===== config.mk =====
export PLATFORM = sky130hd
export DESIGN_NAME = xnor_match_unit
export DESIGN_NICKNAME = d
export VERILOG_FILES = /design/src/rtl/xnor_match_unit.sv
export SDC_FILE = /design/constraint.sdc
export NUM_CORES = 1
export LEC_CHECK = 0
export CAP_MARGIN = 5
export CORE_UTILIZATION = 40
export CTS_CLUSTER_DIAMETER = 40
export DETAILED_ROUTE_END_ITERATION = 6
export GPL_TIMING_DRIVEN = 0
export PLACE_DENSITY = 0.73
export SYNTH_ARGS = -nofsm -noshare
export SYNTH_HDL_FRONTEND = slang
export SYNTH_SLANG_ARGS = --single-unit

===== constraint.sdc =====
create_clock -name clk -period 2.3 [get_ports clk]
set_clock_uncertainty 0.05 [all_clocks]
set_input_delay 0.46 -clock clk [delete_from_list [all_inputs] [get_ports clk]]
set_output_delay 0.46 -clock clk [all_outputs]
set_load 0.005 [all_outputs]

===== src/rtl/xnor_match_unit.sv =====
// rtl/xnor_match_unit.sv - registered XNOR word comparator with run detection and hit counting
//
// Optional feature macro: XNOR_MASK_EN
//   Defined:   a `mask` port and mask register exist. A mask bit of 0 excludes that bit from the match.
//   Undefined: there is no `mask` port, and every bit is compared.

module xnor_match_unit #(
  parameter int WIDTH   = 8,
  parameter int RUN_LEN = 4,
  parameter int CNT_W   = 8
) (
  input  logic             clk,
  input  logic             rst_n,
  input  logic             load,
  input  logic [WIDTH-1:0] pattern,
`ifdef XNOR_MASK_EN
  input  logic [WIDTH-1:0] mask,
`endif
  input  logic             clear,
  input  logic             in_valid,
  input  logic [WIDTH-1:0] in_data,
  output logic             out_valid,
  output logic [WIDTH-1:0] eq_bits,
  output logic             match,
  output logic             found,
  output logic [CNT_W-1:0] hits
);

  localparam int RUN_W = $clog2(RUN_LEN + 1);
  localparam logic [RUN_W-1:0] RUN_MAX = RUN_W'(RUN_LEN);
  localparam logic [CNT_W-1:0] HITS_MAX = {CNT_W{1'b1}};

  typedef enum logic [1:0] {
    S_IDLE  = 2'd0,
    S_ARMED = 2'd1,
    S_FOUND = 2'd2
  } state_t;

  state_t           state_q;
  logic [WIDTH-1:0] pattern_q;
  logic [WIDTH-1:0] mask_q;
  logic             out_valid_q;
  logic [WIDTH-1:0] eq_bits_q;
  logic             match_q;
  logic             found_q;
  logic [CNT_W-1:0] hits_q;
  logic [RUN_W-1:0] run_q;

  // Combinational compare results and the saturating next values for the counters.
  logic [WIDTH-1:0] eq_raw;
  logic             word_match;
  logic             armed;
  logic [CNT_W-1:0] hits_d;
  logic [RUN_W-1:0] run_d;

`ifndef XNOR_MASK_EN
  // Without masking, every bit always takes part in the compare.
  assign mask_q = {WIDTH{1'b1}};
`endif

  // Compare the incoming word against the stored pattern and precompute the counter increments.
  always_comb begin
    eq_raw     = ~(in_data ^ pattern_q);
    word_match = &(eq_raw | ~mask_q);
    armed      = (state_q != S_IDLE);
    hits_d     = (hits_q == HITS_MAX) ? hits_q : hits_q + CNT_W'(1);
    run_d      = (run_q == RUN_MAX) ? run_q : run_q + RUN_W'(1);
  end

  // State machine and registered outputs. Priority is reset, then load, then clear, then sample.
  always_ff @(posedge clk) begin
    if (!rst_n) begin
      state_q     <= S_IDLE;
      pattern_q   <= '0;
`ifdef XNOR_MASK_EN
      mask_q      <= {WIDTH{1'b1}};
`endif
      out_valid_q <= 1'b0;
      eq_bits_q   <= '0;
      match_q     <= 1'b0;
      found_q     <= 1'b0;
      hits_q      <= '0;
      run_q       <= '0;
    end else if (load) begin
      // A new pattern re-arms the unit from any state. The sample in the same cycle is dropped.
      state_q     <= S_ARMED;
      pattern_q   <= pattern;
`ifdef XNOR_MASK_EN
      mask_q      <= mask;
`endif
      out_valid_q <= 1'b0;
      found_q     <= 1'b0;
      hits_q      <= '0;
      run_q       <= '0;
    end else if (clear && armed) begin
      // Clear keeps the pattern but restarts the counting. The sample in the same cycle is dropped.
      state_q     <= S_ARMED;
      out_valid_q <= 1'b0;
      found_q     <= 1'b0;
      hits_q      <= '0;
      run_q       <= '0;
    end else if (in_valid && armed) begin
      out_valid_q <= 1'b1;
      eq_bits_q   <= eq_raw;
      match_q     <= word_match;
      if (word_match) begin
        hits_q <= hits_d;
        run_q  <= run_d;
        if (run_d == RUN_MAX) begin
          found_q <= 1'b1;
          state_q <= S_FOUND;
        end
      end else begin
        // A mismatch breaks the run. In FOUND, `found` remains set.
        run_q <= '0;
      end
    end else begin
      // With no accepted sample, eq_bits and match keep their last values.
      out_valid_q <= 1'b0;
    end
  end

  assign out_valid = out_valid_q;
  assign eq_bits   = eq_bits_q;
  assign match     = match_q;
  assign found     = found_q;
  assign hits      = hits_q;

endmodule

==> metrics list, run 1 <==
- The routed design could run at a clock period as short as 2.26 ns.
- Traced cell by cell, the critical path runs through clkdlybuf4s50_1, xnor2_2, nand4_4, or4b_4, or4_1, o21ai_1.
- The initial antenna violation count came to 0.
- The first detailed-routing pass took 4 iterations.
* Power Dens Cells: 530 nW/µm²
* Slew of the pin with the lowest slew margin: 0.694 ns
* Aggregate negative setup slack: 0 ns
* Worst setup path category: in2reg
* Post-synth ARST share: 0%
* Switching share of power: 23.4%
* Multi-input gate area: 880 µm²
* Period Utilization, post-route: 98.3%
- Of the total power, combinational logic draws 12.2%.
- The number of different library cells used by synthesis comes to 35.
- Yosys attributes the largest share of cell area to sky130_fd_sc_hd__dfxtp_1, sky130_fd_sc_hd__nand2_1, sky130_fd_sc_hd__mux2i_1.
- Hold is met by 0.415 ns.
* Initial core utilization: 43.0%
- The routed layout has 1328 vias.
- Proportion of layout cells with a drive suffix above 1: 10.8%
- For this design the static power due to leakage is 0.000734 µW.
- Average instance area after synthesis: 9.02 µm²
- From left edge to right edge, the die measures 62.8 µm.
* Routed wire length per instance: 13.4 µm
- Power spent charging and discharging nets: 256 µW
- sky130_fd_sc_hd__dfxtp_1 is the most common cell in the netlist.
- GRT Resource Usage Total: 18.4%
- Sequential elements use 42.0% of the synthesized area.
- TritonCTS clock tree: done
- Once layout is complete, the cells apart from fillers number 258.
- Global-route wire length before repair: 5700 µm
* Core region area: 3440 µm²
- After global routing the overflow that remains totals 0.
* Worst skew pair latency: 0.28 ns
* Synth-to-Final Area Change: 39.4%
- Met3 GRT Util: 5.47%
- FP Rows: 21
- The share of synthesized area in the top cell type comes to 42.0%.
- The synthesized design contains 0 enable-type register cells.
* Setup violation total in the final timing report: 0
- The worst setup path is captured at a register.
- Most frequent cells after synthesis: sky130_fd_sc_hd__dfxtp_1, sky130_fd_sc_hd__nand2_1, sky130_fd_sc_hd__a21oi_1, sky130_fd_sc_hd__nor2_1
* Total routed wirelength: 3470 µm
- Static timing analysis puts the maximum clock frequency at 442 MHz.
* GRT Max-Usage Layer: met2
* Number of instances in the synthesized netlist: 164
* Maximum single-stage delay on the critical path: 0.59 ns
- In the final layout, flip-flops and latches occupy 621 µm².
- Max-cap violation count: 0
- Max-Slew Margin vs Limit: 53.7%
- Number of buffers created by CTS: 5
* Post-route cell area: 2060 µm²
- Pins Over Slew Limit: 0
- Clock network fraction of total power: 36.6%
- Ant. Diodes: 0
- I/O pins: 40
* Placed insts: 249
- Internal Dissipation: 837 µW
* RePlAce Congestion: 0.821
- Maximum buffer depth of the clock tree: 2
- Sum of net half-perimeters after detailed placement: 2620 µm
- For the worst setup path, the data required time is 2.46 ns.
- In this run the worst path has a maximum fanout of 5.
* Critical-path top delay cell: sky130_fd_sc_hd__or4b_4
- The final hold violation count is 0.
* Total nets after synthesis: 188
- Clock-pin slew was measured on the worst setup and hold paths at 0.07 ns.
- The kind of cell with the highest combined delay along the critical path is simple AND/OR/NAND/NOR gates.
* Ys flop type: sky130_fd_sc_hd__dfxtp_1
- Cell area after synthesis: 1480 µm²
* Total of flip-flops plus latches after synthesis: 31
- After detailed routing, the number of remaining DRC violations is 0.
- After detailed routing, the number of vias per cell comes to 5.15.
* Worst Hold Class: reg2reg
* Routed Antenna Nets: 0
* Launching element type of the critical path: primary input
- Worst path buffer plus inverter count: 1
* WP data arrival: 2.43 ns
* Die boundary height: 62.8 µm
* Root buffer cell: sky130_fd_sc_hd__clkbuf_8
- Met2 track demand over resource in global routing: 29.9%
* Number of buffer cells added on primary ports: 39
- H-tree Lvls: 2
- Number of DRC violations after detailed-routing iteration 0: 136
- In this run, flip-flops and latches consume 51.3% of the power.
- Maximum number of pins on one net before global-route repair: 11
- Max rail drop VDD: 0.379 mV
- Outcome: finished, final reports clean
- Count of filler cells inserted in the layout: 312
* Die area: 3940 µm²
- Nets: 235
* Number of global-route vias before repair: 1294
* Placed Instance Area: 1930 µm²
- Met1 demand-to-capacity share in global routing: 21.6%
* Number of clock sinks seen by CTS: 31
* Yosys warning total: 0
- Library cell with the largest summed area after synthesis: sky130_fd_sc_hd__dfxtp_1
[area by class of cell]
class | count | area share [%]
clock buffer | 7 | 3.70
buffer | 3 | 0.546
multi-input combinational | 127 | 42.7
timing repair buffer | 40 | 19.4
clock inverter | 1 | 0.243
inverter | 3 | 0.546
tap | 46 | 2.79
sequential | 31 | 30.1
[worst register-to-register path: cells and delay by family (launching register included)]
kind                      cells  cell delay, ns
AOI/OAI and AO/OA             1            0.14
xor gates and xnor gates      1            0.24
and+or+nand+nor               3            1.15
DFF                           1            0.34
[registers in the layout (all words and copies together), names as in the netlist]
signal	flops
run_q	3
out_valid	1
eq_bits	8
pattern_q	8
state_q	1
found	1
hits	8
match	1
[power by group through the flow]
stage          Combinational, µW  Clock, µW  Sequential, µW
6_report                     133        400             561
2_1_floorplan               64.1          0             570
3_3_place_gp                 118          0             571
3_5_place_dp                 122          0             571
4_1_cts                      122        410             560
5_1_grt                      143        442             562
[kinds of logic after synthesis]
logic type,Yosys count,share of synthesized area [%]
buf+inv,6,1.52
compound gates,36,15.5
fa+ha+maj,3,2.54
flops,31,42.0
xor+xnor,8,6.77
mux,9,6.09
simple gates,71,25.6
[final timing paths]
| check | slack (ns) | depth (start not counted) | endpoint | from |
|---|---|---|---|---|
| worst min register to register | 0.41 | 2 | eq_bits[3] | eq_bits[3] |
| worst max register to register | 0.32 | 5 | hits[6] | pattern_q[5] |
| worst min-delay path | 0.41 | 2 | eq_bits[3] | eq_bits[3] |
| worst max-delay path | 0.04 | 6 | hits[5] | in_data[3] |
[metal layers]
layer | wire length [µm] | vias to the layer above
met5 | 0 | -
met4 | 62 | 0
met3 | 123 | 6
met2 | 1780 | 34
met1 | 1510 | 616
li1 | - | 672
[cell usage in the layout (no fill, tap or decap), types with 2 or more instances in the layout]
cell | Yosys | final
sky130_fd_sc_hd__nor2b_1 | 8 | 8
sky130_fd_sc_hd__xnor2_2 | 4 | 7
sky130_fd_sc_hd__o21ai_1 | 2 | 2
sky130_fd_sc_hd__a211oi_1 | 2 | 2
sky130_fd_sc_hd__inv_1 | 3 | 3
sky130_fd_sc_hd__nor3_2 | 1 | 2
sky130_fd_sc_hd__nand3b_1 | 2 | 2
sky130_fd_sc_hd__nand3_1 | 6 | 6
sky130_fd_sc_hd__clkdlybuf4s50_1 | 0 | 38
sky130_fd_sc_hd__nor2_1 | 10 | 10
sky130_fd_sc_hd__a21oi_1 | 13 | 12
sky130_fd_sc_hd__mux2i_1 | 9 | 9
sky130_fd_sc_hd__o21ai_0 | 3 | 3
sky130_fd_sc_hd__or4_1 | 3 | 2
sky130_fd_sc_hd__dfxtp_1 | 31 | 31
sky130_fd_sc_hd__ha_1 | 3 | 3
sky130_fd_sc_hd__o31ai_1 | 2 | 2
sky130_fd_sc_hd__a21boi_0 | 9 | 9
sky130_fd_sc_hd__clkbuf_8 | 0 | 5
sky130_fd_sc_hd__clkbuf_1 | 2 | 4
sky130_fd_sc_hd__and3_1 | 2 | 2
sky130_fd_sc_hd__nand2_1 | 29 | 29
[through the flow]
step	utilization [%]	worst slack (ns)	total power [µW]
2_1_floorplan	-	0.353	634
3_3_place_gp	56.0	-0.210	689
3_5_place_dp	56.0	-0.276	693
4_1_cts	58.3	0.0179	1090
5_1_grt	59.9	-0.0175	1150
6_report	59.9	0.0381	1090
[timing repair]
item,in CTS,in global routing
hold endpoints to repair,0,0
gates resized for setup,0,8
endpoints found under the setup margin,0,12
hold buffers,0,0
setup buffers,0,1
Note: power is estimated with default switching activity, not from simulation.
==> inputs of run 2 (changes only) <==
--- a/config.mk
+++ b/config.mk
@@ -5,12 +5,14 @@
 export SDC_FILE = /design/constraint.sdc
 export NUM_CORES = 1
 export LEC_CHECK = 0
+export ABC_AREA = 1
 export CAP_MARGIN = 5
 export CORE_UTILIZATION = 40
 export CTS_CLUSTER_DIAMETER = 40
 export DETAILED_ROUTE_END_ITERATION = 6
 export GPL_TIMING_DRIVEN = 0
 export PLACE_DENSITY = 0.73
+export RECOVER_POWER = 50
 export SYNTH_ARGS = -nofsm -noshare
 export SYNTH_HDL_FRONTEND = slang
 export SYNTH_SLANG_ARGS = --single-unit
==> metrics list, run 2 <==
- The die boundary height is 64.4 µm (was 62.8 µm).
- Nets: 287 (was 235)
- The TritonCTS clock tree is done (unchanged).
- FP Rows: 22 (was 21)
- RePlAce Congestion: 0.841 (was 0.821)
* Pins Over Slew Limit: 0 (unchanged)
* Area share of the largest cell type after synthesis: 39.9% (was 42.0%)
- The die width is 64.4 µm (was 62.8 µm).
- The number of unique standard cell types used by synthesis was 26 (was 35).
- Global-route wire length before repair: 5760 µm (was 5700 µm)
- The number of synthesized flops with an enable pin was 0 (unchanged).
* Sum of net half-perimeters after detailed placement: 2470 µm (was 2620 µm)
- The cell area after technology mapping is 1560 µm² (was 1480 µm²).
- Top library cells by usage in the layout, fill and taps aside: sky130_fd_sc_hd__nand2_1, sky130_fd_sc_hd__inv_1, sky130_fd_sc_hd__dfxtp_1 (was sky130_fd_sc_hd__clkdlybuf4s50_1, sky130_fd_sc_hd__dfxtp_1, sky130_fd_sc_hd__nand2_1).
- The I/O pin total came to 40 (unchanged).
- Peak Freq: 526 MHz (was 442 MHz)
- The number of clock buffers inserted by TritonCTS is 5 (unchanged).
* Ys flop type: sky130_fd_sc_hd__dfxtp_1 (unchanged)
- Biggest area contributors in the synthesized netlist: sky130_fd_sc_hd__dfxtp_1, sky130_fd_sc_hd__nand2_1, sky130_fd_sc_hd__a21oi_1 (was sky130_fd_sc_hd__dfxtp_1, sky130_fd_sc_hd__nand2_1, sky130_fd_sc_hd__mux2i_1).
- Most frequent cells after synthesis: sky130_fd_sc_hd__nand2_1, sky130_fd_sc_hd__dfxtp_1, sky130_fd_sc_hd__inv_1, sky130_fd_sc_hd__a21oi_1, sky130_fd_sc_hd__nor2_1 (was sky130_fd_sc_hd__dfxtp_1, sky130_fd_sc_hd__nand2_1, sky130_fd_sc_hd__a21oi_1, sky130_fd_sc_hd__nor2_1)
* H-tree Lvls: 2 (unchanged)
- Max rail drop VDD: 0.364 mV (was 0.379 mV)
- Worst slack, placed: 0.337 ns (was -0.276 ns)
* Routed wire length per instance: 10.4 µm (was 13.4 µm)
- Biggest fanout along the worst timing path: 8 (was 5)
- The type of the most critical hold path is reg2reg (unchanged).
- The wire length after detailed routing is 3230 µm (was 3470 µm).
* Category of the worst setup path capture point: register (unchanged)
- The startpoint of the tightest hold check path is eq_bits[2] (was eq_bits[3]).
- GRT Resource Usage Total: 18.0% (was 18.4%)
- The power per cell area came to 563 nW/µm² (was 530 nW/µm²).
- WP data arrival: 2.06 ns (was 2.43 ns)
- The remaining routing DRC violations was 0 (unchanged).
- The synthesized instance count is 218 (was 164).
- The number of iterations in the first detailed-routing pass is 4 (unchanged).
- The post-CTS repair timing setup buffer count was 0 (unchanged).
- The count of instances resized after the clock tree is built came to 0 (unchanged).
- Count of filler cells inserted in the layout: 381 (was 312)
- Number of buffer cells added on primary ports: 38 (was 39)
- The clock transition at the registers of the reported paths came to 0.06 ns (was 0.07 ns).
- The slowest cell on the critical path is sky130_fd_sc_hd__nor3_1 (was sky130_fd_sc_hd__or4b_4).
* Worst flop-to-flop path startpoint: found (was pattern_q[5])
* Maximum single-stage delay on the critical path: 0.70 ns (was 0.59 ns)
- Remaining global-route overflow: 0 (unchanged)
- Antenna violations before repair: 0 (unchanged)
- Launching element type of the critical path: primary input (unchanged)
* Number of DRC violations after detailed-routing iteration 0: 44 (was 136)
- Number of hold buffers added after cts: 0 (unchanged)
- The post-layout minimum cycle time came to 1.90 ns (was 2.26 ns).
- Number of global-route vias before repair: 1344 (was 1294)
- The number of antenna cells inserted was 0 (unchanged).
- The slew of the pin with the lowest slew margin came to 0.791 ns (was 0.694 ns).
- Setup violation total in the final timing report: 0 (unchanged)
- Proportion of layout cells with a drive suffix above 1: 9.09% (was 10.8%)
- The aggregate negative setup slack is 0 ns (unchanged).
* Top-count cell post-synth: sky130_fd_sc_hd__nand2_1 (was sky130_fd_sc_hd__dfxtp_1)
- The sequential share of the synthesized area was 39.9% (was 42.0%).
- Total vias in the final route: 1463 (was 1328)
- Setup repair after global routing left no endpoint under its margin.
* Synth-to-Final Area Change: 34.3% (was 39.4%)
- Ordered list of cells on the worst path: clkdlybuf4s50_1, nor3_1, inv_2, a21oi_1 (was clkdlybuf4s50_1, xnor2_2, nand4_4, or4b_4, or4_1, o21ai_1).
* Max-cap violation count: 0 (unchanged)
- Initial core utilization: 42.2% (was 43.0%)
* Root buffer cell: sky130_fd_sc_hd__clkbuf_8 (unchanged)
- The cell type with the largest total area after synthesis was sky130_fd_sc_hd__dfxtp_1 (unchanged).
- The sink count of the clock tree is 31 (unchanged).
* Die area: 4140 µm² (was 3940 µm²)
* Routed Antenna Nets: 0 (unchanged)
- The maximum number of buffers from clock root to sink is 2 (unchanged).
- The kind of critical path was in2reg (unchanged).
* Average instance area after synthesis: 7.13 µm² (was 9.02 µm²)
* Pleak: 0.000901 µW (was 0.000734 µW)
- Crit path from: load (was in_data[3])
- Max-Slew Margin vs Limit: 46.9% (was 53.7%)
* Yosys warning total: 0 (unchanged)
* Post-synth ARST share: 0% (unchanged)
- Outcome: finished, final reports clean (unchanged)
- The clock insertion delay at the later pin of the skew report was 0.28 ns (about the same).
- Period Utilization, post-route: 82.6% (was 98.3%)
* Core region area: 3690 µm² (was 3440 µm²)
- Total of flip-flops plus latches after synthesis: 31 (unchanged)
- Total nets after synthesis: 242 (was 188)
* Critical Path RT: 2.46 ns (about the same)
* Maximum number of pins on one net before global-route repair: 11 (unchanged)
* Hold violation total from the final report: 0 (unchanged)
- Most common cell after layout, fill and taps aside: sky130_fd_sc_hd__nand2_1 (was sky130_fd_sc_hd__clkdlybuf4s50_1)
- Final Worst Setup Slack: 0.400 ns (was 0.0381 ns)
- The via-per-instance ratio was 4.69 (was 5.15).
## run 2: path summary, 6_finish.rpt
| kind | slack [ns] | cells past startpoint | end |
|---|---|---|---|
| max | 0.40 | 4 | hits[4] |
| min | 0.41 | 2 | eq_bits[2] |
| max reg2reg | 0.62 | 4 | hits[4] |
| min reg2reg | 0.41 | 2 | eq_bits[2] |
## run 2: cell families after synthesis
logic type      count (synthesis)  synth area share [%]
compound gates                 41                  14.4
buf+inv                        35                  8.53
fa+ha+maj                       3                  2.41
simple gates                  104                  32.0
flops                          31                  39.9
xor+xnor                        4                  2.74
## run 2: power breakdown
group / switching (µW) / internal [µW] / leakage [µW] / total [µW]
clock: 191 / 273 / 0.0000515 / 464
combinational: 80.6 / 67.9 / 0.000597 / 149
sequential: 9.39 / 555 / 0.000253 / 564
total: 281 / 895 / 0.000901 / 1180
## run 2: layer usage
metal | part of all wire [%] | up-vias | global-route usage [%]
met1 | 47 | 634 | 21.9
met5 | 0 | - | 0
met2 | 46 | 42 | 29.7
met4 | 1.3 | 0 | 6.11
li1 | - | 780 | -
met3 | 5.7 | 7 | 5.71
## run 2: stage by stage
stage / hold WS (ns) / utilization, % / area (µm²) / power (µW) / instances
finish: 0.411 / 56.6 / 2090 / 1180 / 312
detailed placement: 0.413 / 54.1 / 2000 / 729 / 304
global placement: 0.404 / 54.1 / 2000 / 728 / 304
global route: 0.436 / 56.6 / 2090 / 1240 / 312
floorplan: 0.398 / - / 1560 / 665 / 218
CTS: 0.418 / 56.8 / 2100 / 1200 / 312
## run 2: final cells by class
| cell class | instances | area, µm² | share of cell area [%] |
|---|---|---|---|
| flip-flops and latches | 31 | 621 | 29.7 |
| plain buffers | 2 | 8.76 | 0.419 |
| repair buffers | 38 | 380 | 18.2 |
| multi-input cells | 152 | 795 | 38.0 |
| well taps | 48 | 60.1 | 2.88 |
| inverters | 33 | 124 | 5.93 |
| clock buffers | 8 | 100 | 4.79 |
## run 2: worst max-delay path, delay by kind of cell
kind / cells / cell delay [ns]
compound gates: 1 / 0.17
buf+inv: 2 / 0.72
simple gates: 1 / 0.70
==> inputs of run 3 (changes only) <==
==> constraint.sdc (replaced) <==
create_clock -name clk -period 1.95 [get_ports clk]
set_clock_uncertainty 0.05 [all_clocks]
set_input_delay 0.39 -clock clk [delete_from_list [all_inputs] [get_ports clk]]
set_output_delay 0.39 -clock clk [all_outputs]
set_load 0.005 [all_outputs]
==> metrics list, run 3 (synthesis gave the netlist of run 2 again) <==
- Outcome: finished, final reports clean (unchanged)
* Sum of net half-perimeters after detailed placement: 2470 µm (unchanged)
- The number of hold-repair buffers added at the cts stage is 0 (unchanged).
- Total routed wirelength: 3210 µm (was 3230 µm)
- The fraction of power spent switching nets came to 24.0% (was 23.9%).
- The final count of pins violating max slew was 0 (unchanged).
- Launching element type of the critical path: primary input (unchanged)
- The internal reg-to-reg setup slack came to 0.38 ns (was 0.62 ns).
- The sequential group share of total power is 47.9% (was 48.0%).
- The final hold violation count is 0 (unchanged).
- Worst path buffer plus inverter count: 3 (was 2)
* FF-to-FF path depth: 9 (was 4)
* Root buffer cell: sky130_fd_sc_hd__clkbuf_8 (unchanged)
* Placed Instance Area: 2000 µm² (unchanged)
- Max-cap violation count: 0 (unchanged)
* Maximum buffer depth of the clock tree: 2 (unchanged)
- The power per cell area was 664 nW/µm² (was 563 nW/µm²).
- The worst path in the final design needs a cycle of 1.69 ns, including I/O delays and setup.
* CP delay by family, top: buffers and inverters (unchanged)
- The TritonCTS clock tree is done (unchanged).
- The beginning of the worst register-to-register path is hits[0] (was found).
- The sort of element at the end of the critical path is a register (unchanged).
* Combinational cell fraction of total power: 12.6% (about the same)
- Antenna violations before repair: 0 (unchanged)
- The kind of critical path is in2reg (unchanged).
- The area growth from synthesis to layout is 34.6% (was 34.3%).
- I/O pins: 40 (unchanged)
- Total of cells resized after clock tree synthesis: 0 (unchanged)
* Maximum single-stage delay on the critical path: 0.47 ns (was 0.70 ns)
- Routed vias/inst: 4.70 (was 4.69)
- The remaining routing DRC violations was 0 (unchanged).
- The wire length of the first global-routing pass came to 5760 µm (unchanged).
- The overall die area is 4140 µm² (unchanged).
- Worst skew pair latency: 0.28 ns (about the same)
- The ratio of cells with drive above 1 in the final layout is 9.85% (was 9.09%).
- Period Utilization, post-route: 86.8%
- The number of I/O port buffers came to 38 (unchanged).
- Number of setup buffers added after CTS: 0 (unchanged)
- Post-route cell area: 2090 µm² (about the same)
* Number of global-route vias before repair: 1344 (unchanged)
* Power spent charging and discharging nets: 334 µW (was 281 µW)
- The effective utilization at floorplan came to 42.2% (unchanged).
* Routed Antenna Nets: 0 (unchanged)
* Number of DRC violations after detailed-routing iteration 0: 44 (unchanged)
* Max rail drop VDD: 0.429 mV (was 0.364 mV)
* Routed wire length per instance: 10.3 µm (was 10.4 µm)
- WP data arrival: 1.85 ns (was 2.06 ns)
- Worst Hold Class: in2reg (was reg2reg)
- The largest fanout on the critical path is 10 (was 8).
* Top library cells by usage in the layout, fill and taps aside: sky130_fd_sc_hd__nand2_1, sky130_fd_sc_hd__dfxtp_1, sky130_fd_sc_hd__inv_1 (was sky130_fd_sc_hd__nand2_1, sky130_fd_sc_hd__inv_1, sky130_fd_sc_hd__dfxtp_1)
- The number of cells on the critical path was 7 (was 4).
- Crit path from: in_valid (was load)
* Total vias in the final route: 1467 (was 1463)
- Maximum number of pins on one net before global-route repair: 11 (unchanged)
* Number of buffers created by CTS: 5 (unchanged)
* Most common cell after layout, fill and taps aside: sky130_fd_sc_hd__nand2_1 (unchanged)
- The die boundary height was 64.4 µm (unchanged).
- The final count of negative-setup-slack endpoints is 0 (unchanged).
* H-tree Lvls: 2 (unchanged)
- The aggregate negative setup slack is 0 ns (unchanged).
- The cell leakage power was 0.000900 µW (was 0.000901 µW).
- Number of search-and-repair iterations in the first detailed-routing pass: 4 (unchanged)
- The most numerous cell type found on the critical path is sky130_fd_sc_hd__nand2_1.
* Remaining global-route overflow: 0 (unchanged)
- The number of cells in the finished layout apart from fillers was 312 (unchanged).
* Clock network fraction of total power: 39.5% (was 39.4%)
* Ordered list of cells on the worst path: clkdlybuf4s50_1, o21ai_1, inv_1, nand2_1, inv_2, nand2_1, a21oi_1 (was clkdlybuf4s50_1, nor3_1, inv_2, a21oi_1)
- The core area came to 3690 µm² (unchanged).
- Die outline width: 64.4 µm (unchanged)
* RSZ-0062 raised after global routing: no (unchanged)
- The internal power summed over all cells is 1060 µW (was 895 µW).
- The worst hold slack after final layout came to 0.391 ns (was 0.411 ns).
- The slowest cell on the critical path is sky130_fd_sc_hd__clkdlybuf4s50_1 (was sky130_fd_sc_hd__nor3_1).
- Reg-to-Reg End: hits[7] (was hits[4])
- Ant. Diodes: 0 (unchanged)
* Nets: 287 (unchanged)
* Max-Slew Margin vs Limit: 68.5% (was 46.9%)
- Slew of the pin with the lowest slew margin: 0.470 ns (was 0.791 ns)
* Clock input transition at the sequential cells of the worst setup and hold paths: 0.06 ns (about the same)
* Critical Path RT: 2.11 ns (was 2.46 ns)
* Peak Freq: 591 MHz
* RePlAce Congestion: 0.841 (unchanged)
* Number of clock sinks seen by CTS: 31 (unchanged)
- The number of placed instances, taps included is 304 (unchanged).
* FP Rows: 22 (unchanged)
- Critical path endpoint: eq_bits[3] (was hits[4])
* GRT Resource Usage Total: 18.0% (unchanged)
[run 3: changes by cell type in the layout (fill, tap and decap cells not counted), sizes merged]
cell,change
clkdlybuf4s50,-1
dlygate4sd3,+1
[run 3: power by group through the flow]
| stage | clock network (µW) | registers [µW] | logic [µW] |
|---|---|---|---|
| global route | 593 | 668 | 199 |
| detailed placement | 0 | 679 | 181 |
| CTS | 565 | 665 | 182 |
| global placement | 0 | 679 | 179 |
| finish | 549 | 665 | 176 |
| floorplan | 0 | 678 | 106 |
[run 3: how the worst min path moves through the flow]
stage                  from            to  slack [ns]  cells after the start
5_1_grt               rst_n  pattern_q[0]        0.41                      3
3_3_place_gp     eq_bits[7]    eq_bits[7]        0.40                      2
2_1_floorplan  pattern_q[0]  pattern_q[0]        0.40                      2
4_1_cts               rst_n  pattern_q[7]        0.39                      3
3_5_place_dp     eq_bits[5]    eq_bits[5]        0.41                      2
6_report              rst_n  pattern_q[7]        0.39                      3
[run 3: routing by layer]
layer	track usage (%)	vias up	share of wire (%)
met4	6.11	0	1.3
met3	5.71	7	5.5
li1	-	782	-
met1	21.9	637	47
met2	29.7	41	46
met5	0	-	0
[run 3: layout make-up]
class                      instances  area [µm²]
clock buffer                       8         100
buffer                             2        8.76
timing repair buffer              38         380
multi-input combinational        152         800
inverter                          33         124
fill                             381        1600
tap                               48        60.1
sequential                        31         621
[run 3: worst reg2reg max path, delay by kind of cell, from the launching register on]
family	cells	cell delay, ns
AND/OR/NAND/NOR	7	0.66
adder cells (fa/ha/maj)	1	0.24
AO/OA/AOI/OAI	1	0.16
flip-flops	1	0.35
[run 3: metrics by stage]
stage / worst slack [ns] / power (µW) / util (%)
final: 0.257 / 1390 / 56.8
after global routing: 0.123 / 1460 / 56.8
after CTS: 0.287 / 1410 / 56.8
after detailed placement: 0.0572 / 860 / 54.1
after global placement: 0.0405 / 858 / 54.1
after floorplan: 0.513 / 784 / -
